**src/rtl/pc_seq_pkg.sv**
```systemverilog
// Shared types and constants for the IF-stage program counter sequencer.
package pc_seq_pkg;

    typedef enum logic [1:0] {
        ST_BOOT     = 2'd0,
        ST_RUN      = 2'd1,
        ST_REDIRECT = 2'd2
    } pc_state_e;

    localparam logic [31:0] PC_STEP       = 32'd4;
    localparam logic [31:0] PC_ALIGN_MASK = 32'hFFFF_FFFC;

    function automatic logic [31:0] pc_align(input logic [31:0] addr);
        return addr & PC_ALIGN_MASK;
    endfunction

endpackage

```
**src/rtl/pc_sequencer_pc_inc_comb.sv**
```systemverilog
// Sequential-fetch incrementer; wraps modulo 2^32.
module pc_inc_comb
    import pc_seq_pkg::*;
(
    input  logic [31:0] pc_i,
    output logic [31:0] pc_next_o
);

    assign pc_next_o = pc_i + PC_STEP;

endmodule

```
**src/rtl/pc_sequencer.sv**
```systemverilog
// IF-stage PC owner: boot delay, stall hold, EX redirect with parking
// while the instruction memory is busy, and pipeline flush generation.
module pc_sequencer
    import pc_seq_pkg::*;
#(
    parameter logic [31:0] RESET_VECTOR = 32'h0000_0000,
    parameter int          BOOT_CYCLES  = 2
) (
    input  logic        CLK,
    input  logic        RESET,
    input  logic        BUSYWAIT,
    input  logic        HAZARD_STALL,
    input  logic        BRANCH_TAKEN,
    input  logic [31:0] BRANCH_TARGET,
    output logic [31:0] PC,
    output logic [31:0] PC_PLUS4,
    output logic        FETCH_VALID,
    output logic        FLUSH,
    output logic        MISALIGN,
    output logic [1:0]  STATE
);

    localparam int CW = (BOOT_CYCLES > 1) ? $clog2(BOOT_CYCLES) : 1;
    localparam logic [CW-1:0] BOOT_LAST = CW'(BOOT_CYCLES - 1);

    pc_state_e     state_q, state_d;
    logic [31:0]   pc_q, pc_d;
    logic [31:0]   pend_q, pend_d;
    logic [CW-1:0] cnt_q, cnt_d;
    logic          fv_q, fv_d;
    logic          flush_q, flush_d;
    logic          mis_q, mis_d;

    logic [31:0]   pc_inc;
    logic [31:0]   tgt_al;
    logic          tgt_mis;

    pc_inc_comb u_inc (
        .pc_i      (pc_q),
        .pc_next_o (pc_inc)
    );

    assign tgt_al  = pc_align(BRANCH_TARGET);
    assign tgt_mis = |BRANCH_TARGET[1:0];

    always_comb begin
        state_d = state_q;
        pc_d    = pc_q;
        pend_d  = pend_q;
        cnt_d   = '0;
        fv_d    = fv_q;
        flush_d = 1'b0;
        mis_d   = 1'b0;
        case (state_q)
            ST_BOOT: begin
                fv_d = 1'b0;
                pc_d = RESET_VECTOR;
                if (cnt_q == BOOT_LAST) begin
                    state_d = ST_RUN;
                    fv_d    = 1'b1;
                end else begin
                    cnt_d = cnt_q + CW'(1);
                end
            end
            ST_RUN: begin
                if (BRANCH_TAKEN) begin
                    flush_d = 1'b1;
                    mis_d   = tgt_mis;
                    if (BUSYWAIT) begin
                        pend_d  = tgt_al;
                        state_d = ST_REDIRECT;
                    end else begin
                        pc_d = tgt_al;
                    end
                end else if (!(BUSYWAIT || HAZARD_STALL)) begin
                    pc_d = pc_inc;
                end
            end
            ST_REDIRECT: begin
                // A newer redirect replaces the parked one.
                if (BRANCH_TAKEN) begin
                    flush_d = 1'b1;
                    mis_d   = tgt_mis;
                    if (BUSYWAIT) begin
                        pend_d = tgt_al;
                    end else begin
                        pc_d    = tgt_al;
                        state_d = ST_RUN;
                    end
                end else if (!BUSYWAIT) begin
                    pc_d    = pend_q;
                    state_d = ST_RUN;
                end
            end
            default: begin
                state_d = ST_BOOT;
                fv_d    = 1'b0;
                pc_d    = RESET_VECTOR;
            end
        endcase
    end

    always_ff @(posedge CLK or negedge RESET) begin
        if (!RESET) begin
            state_q <= ST_BOOT;
            pc_q    <= RESET_VECTOR;
            pend_q  <= '0;
            cnt_q   <= '0;
            fv_q    <= 1'b0;
            flush_q <= 1'b0;
            mis_q   <= 1'b0;
        end else begin
            state_q <= state_d;
            pc_q    <= pc_d;
            pend_q  <= pend_d;
            cnt_q   <= cnt_d;
            fv_q    <= fv_d;
            flush_q <= flush_d;
            mis_q   <= mis_d;
        end
    end

    assign PC          = pc_q;
    assign PC_PLUS4    = pc_inc;
    assign FETCH_VALID = fv_q;
    assign FLUSH       = flush_q;
    assign MISALIGN    = mis_q;
    assign STATE       = state_q;

endmodule

```
**config.mk**
```make
export PLATFORM = sky130hd
export DESIGN_NAME = pc_sequencer
export DESIGN_NICKNAME = d
export VERILOG_FILES = /design/src/rtl/pc_seq_pkg.sv /design/src/rtl/pc_sequencer_pc_inc_comb.sv /design/src/rtl/pc_sequencer.sv
export SDC_FILE = /design/constraint.sdc
export NUM_CORES = 1
export LEC_CHECK = 0
export BUFFER_PORTS_ARGS = -buffer_cell sky130_fd_sc_hd__buf_2
export CAP_MARGIN = 30
export CORE_MARGIN = 5
export CORE_UTILIZATION = 59
export CTS_BUF_LIST = sky130_fd_sc_hd__clkbuf_4 sky130_fd_sc_hd__clkbuf_8
export DETAILED_ROUTE_END_ITERATION = 16
export HOLD_SLACK_MARGIN = 0.02
export MAX_ROUTING_LAYER = met4
export PLACE_DENSITY = 0.95
export SLEW_MARGIN = 10
export SYNTH_ARGS = -nofsm -noshare
export SYNTH_HDL_FRONTEND = slang
export SYNTH_HIERARCHICAL = 1
export SYNTH_SLANG_ARGS = --single-unit
```
**constraint.sdc**
```tcl
create_clock -name CLK -period 3.4 [get_ports CLK]
set_input_delay 0.17 -clock CLK [delete_from_list [all_inputs] [get_ports CLK]]
set_output_delay 0.17 -clock CLK [all_outputs]
set_load 0.1 [all_outputs]
```
# Word level (Yosys, flattened, before mapping)
# Index checks and enable logic that the tools add are counted.
# word_totals
reg_bits	68
latch_bits	0
ram_bits	0
romBits	0
inputBits	37
word_cells	43
mem_count	0
# classes
addsub	2
n_mul	0
n_div	0
magnitude_cmp	0
n_eq_ne	8
shifts	0
mux	19
bitwise	0
reduce_logical	7
# ops
op	count
32-bit two-way mux	5
32-bit case mux with 2 select lines	1
32-bit by 3-bit adder with 32-bit output (second input constant)	1
2-bit two-way mux	4
2-bit != test (second input constant)	4
1-bit two-way mux	7
3-bit != test (second input constant)	2
2-bit case mux with 3 select lines	1
4-bit AND reduction	1
2-bit OR reduction	2
3-bit AND reduction	1
2-bit by 1-bit == test with 1-bit output (second input constant)	1
2-bit == test (second input constant)	1
2-bit zero test	1
1-bit case mux with 2 select lines	1
2-bit AND reduction	1
1-bit adder (second input constant)	1
1-bit logical OR	1

# Logic depth before layout (Yosys ltp)
# depth
word_depth	4
depth_mapped	8
ltp_nobuf	8

# Hierarchy
# The synthesis kept the hierarchy.
# modules_own_cells
mod	instances	cells_each	area_each_um2	seq_area_each_um2
pc_sequencer	1	277	3394.5	1701.6
pc_inc_comb	1	83	580.6	0.0

# Worst setup path after synthesis
# OpenSTA, ideal clock, no wires.
# synth_path
kind	register to register
start	reg pc_q[2], in the netlist PC[2]
end	reg pc_q[24], in the netlist PC[24]
setup_time_ns	0.069
t_arrival_ns	4.240
t_required_ns	3.331
setup_slack_ns	-0.909
stages_incl_launch_ff	9
path_buffers	0
synth_period_minus_slack_ns	4.309
cell_sequence	dfrtp_1 > ha_1 > nand3_1 > nor4_4 > nand4_1 > xnor2_1 > a22oi_1 > o22ai_1 > a22o_1
# synth_between
elab_chain_len	4
# synth_lines
element	line_no	rtl
start, declared	pc_sequencer.sv:27	logic [31:0] pc_q, pc_d;
start signal, assigned	pc_sequencer.sv:114	pc_q <= pc_d;
32-bit by 3-bit adder with 32-bit output	pc_sequencer_pc_inc_comb.sv:9	assign pc_next_o = pc_i + PC_STEP;
via PC_PLUS4[24]	pc_sequencer.sv:16	output logic [31:0] PC_PLUS4,
32-bit two-way mux	pc_sequencer.sv:75	end else if (!(BUSYWAIT || HAZARD_STALL)) begin
32-bit two-way mux	pc_sequencer.sv:66	if (BRANCH_TAKEN) begin
32-bit case mux with 2 select lines	pc_sequencer.sv:54	case (state_q)
# The timed path passes the listed nets, and every way through them passes these cells. The select of a mux whose other input is x is not followed.
# A chain may end at the register's enable or synchronous reset.

# Final worst setup path
# layout_path
start	reg pc_q[2], in the netlist PC[2]
end	out PC_PLUS4[30]
# layout_between
elab_chain_len	1
# layout_lines
element	line_no
32-bit by 3-bit adder with 32-bit output	pc_sequencer_pc_inc_comb.sv:9
end, declared	pc_sequencer.sv:16
# Every way passes these cells.

==> impl_metrics.ini <==
[run_status]
status = complete, no violations

[sta]
min_period_ps = 3100
fin_crit_sh = 0.911
setup_viol = 0
fmax_mhz = 323
tightest_slew_ps = 822
hold_viol = 0
grt_setup_unrepaired = false
slew_headroom = 0.452
finClkSkew_ps = 17.4
fin_ws_ps = 303
drv_slew = 0

[grt]
grt_pass1_wl_mm = 19.5
grt_start_max_net_pins = 45
grt_use_total = 0.300
grt_pass1_vias = 3775
grt.overflow.total = 0
antenna_found_initial = 0

[clock_network]
cts-root-buf = clkbuf_8
path_clk_slew_ps = 90
cts_buffers = 9
htreeDepth = 3
cts_sinks = 68
cts_tree = yes
clk_path_buf_depth = 2
insertion_delay_ps = 360

[synthesis]
synth-seq-area-share = 0.428
synth_seq_cells = 68
syn_nets = 404
ys_types = 37
synthFlopType = dfrtp_1
synth-edff-count = 0
avgSynthCellArea_um2 = 11.0
synthCells = 360
syn-cell-area_mm2 = 0.00398
yosysWarnings = 6
synthArstFlopShare = 1.00

[die]
die-area_mm2 = 0.00848
die_w_um = 92.1
io_pins = 106
core_area_mm2 = 0.00668
initial_core_util = 0.595
die_h_um = 92.1
num_rows = 30

[worst_setup_path]
crit_chain = ha_1, nand3_1, nor4_4, nand3_1, xnor2_4, buf_2
cp_top_family = simple AND/OR/NAND/NOR gates
critPathCaptureType = output pin
crit_arrival_ps = 2930
crit_top_cell = nand3_1
slowest_delay_ps = 590
crit_slowest_cell = nor4_4
cp.required_ps = 3230
rr_worst_depth = 8
cp-start-kind = flop
cp.depth = 6
crit_buf_inv = 1
criticalPathCategory = reg -> out
critPathMaxFanout = 8

[route]
drtIter0Drc = 285
antenna_left = 0
drc = 0
finalWirelength_mm = 12.0
vias_per_cell = 6.64
vias = 3620
wire_per_inst_um = 22.0
first_pass_iters = 5

[placement]
gp_congestion = 0.911
io_buffers = 105
dp_hpwl_mm = 7.99
pre_cts_ws_ps = 749

[layout]
num-nets-final = 504
layout-drive-gt1-share = 0.363
final_util = 0.781
final_cell_mix = 105 x buf_2, 68 x dfrtp_1, 34 x a22o_1, 31 x mux2_1, 31 x mux2i_1
syn_to_final_growth_pct = 31.2
diodes = 0
layout_commonest_cell = buf_2

[min_path]
hold_path_depth = 2
hold_path_class = in -> reg

[power]
p_leak_nw = 2.55
ir_drop_v = 0.000949
power.total_mw = 5.79
power_density_mw_per_mm2 = 1110

[flow_run]
maxCapViolCount = 0
-- final cells by class --
class / count / area [µm²]
fill: 421 / 1470
inverter: 5 / 18.8
multi-input combinational: 258 / 2500
clock inverter: 6 / 135
tap: 80 / 100
sequential: 68 / 1700
timing repair buffer: 118 / 626
clock buffer: 10 / 138
-- state kept, by name, summed over array words and instances (netlist names) --
register / cells
PC: 32
FETCH_VALID: 1
STATE: 2
FLUSH: 1
MISALIGN: 1
pend_q: 30
cnt_q: 1
-- what timing repair did --
item | in CTS | in global routing
buffers inserted | 0 | 0
hold endpoints to repair | 24 | 0
hold buffers | 1 | 0
resized for setup | 0 | 0
-- worst paths after layout --
| check | from | end | slack [ps] |
|---|---|---|---|
| min reg2reg | cnt_q$_DFF_PN0_ | cnt_q$_DFF_PN0_ | 450 |
| min | BRANCH_TARGET[31] | pend_q[31]$_DFFE_PN0P_ | 30 |
| max in group asynchronous | RESET | PC[4]$_DFFE_PN0P_ | 2030 |
| min in group asynchronous | RESET | PC[29]$_DFFE_PN0P_ | 350 |
| max reg2reg | PC[2]$_DFFE_PN0P_ | PC[28]$_DFFE_PN0P_ | 740 |
| max | PC[2]$_DFFE_PN0P_ | PC_PLUS4[30] | 300 |
-- stage by stage --
stage	setup TNS, ps	std cells	hold WS, ps	cell area, µm²
after floorplan	-491	360	-126	4340
after global placement	0	528	199	4930
after detailed placement	0	528	210	4930
after CTS	0	545	25.1	5220
after global routing	0	545	47.8	5220
final	0	545	34.4	5220
-- Yosys cell counts (7+ instances only) --
library cell,instances,area (µm²)
mux2i_1,31,310
mux2_1,31,349
buf_2,12,60.1
xor2_1,7,61.3
a22o_1,34,298
o22ai_1,30,188
xnor2_1,21,184
nand3_1,11,55.1
nand4_1,9,56.3
clkbuf_1,14,52.6
dfrtp_1,68,1700
nor2_1,8,30.0
nand2_1,13,48.8
a22oi_1,30,225
ha_1,7,87.6
-- worst reg2reg max path, cell delays in order, from the launching register on --
cell,delay [ps]
dfrtp_1,460
ha_1,230
nand3_1,270
nor4_4,590
nand4_1,360
xnor2_4,220
a22oi_1,140
o22ai_1,100
a22o_1,210
-- cell families after synthesis --
family                   synth area share
adder cells (fa/ha/maj)            0.0220
AO/OA/AOI/OAI                       0.196
multiplexers                        0.166
AND/OR/NAND/NOR                    0.0878
buffers and inverters              0.0387
flip-flops                          0.428
XOR/XNOR                           0.0617
-- per-layer routing --
metal | wire length, µm | track usage
met4 | 190 | 0.116
met5 | 0 | -
met1 | 4650 | 0.375
met3 | 1030 | 0.0525
met2 | 6140 | 0.490
-- power by group --
group	switching (mW)	internal, mW
clock network	0.336	0.582
registers	0.384	1.12
logic	2.57	0.805
total	3.29	2.50
Note: power is estimated with default switching activity, not from simulation.
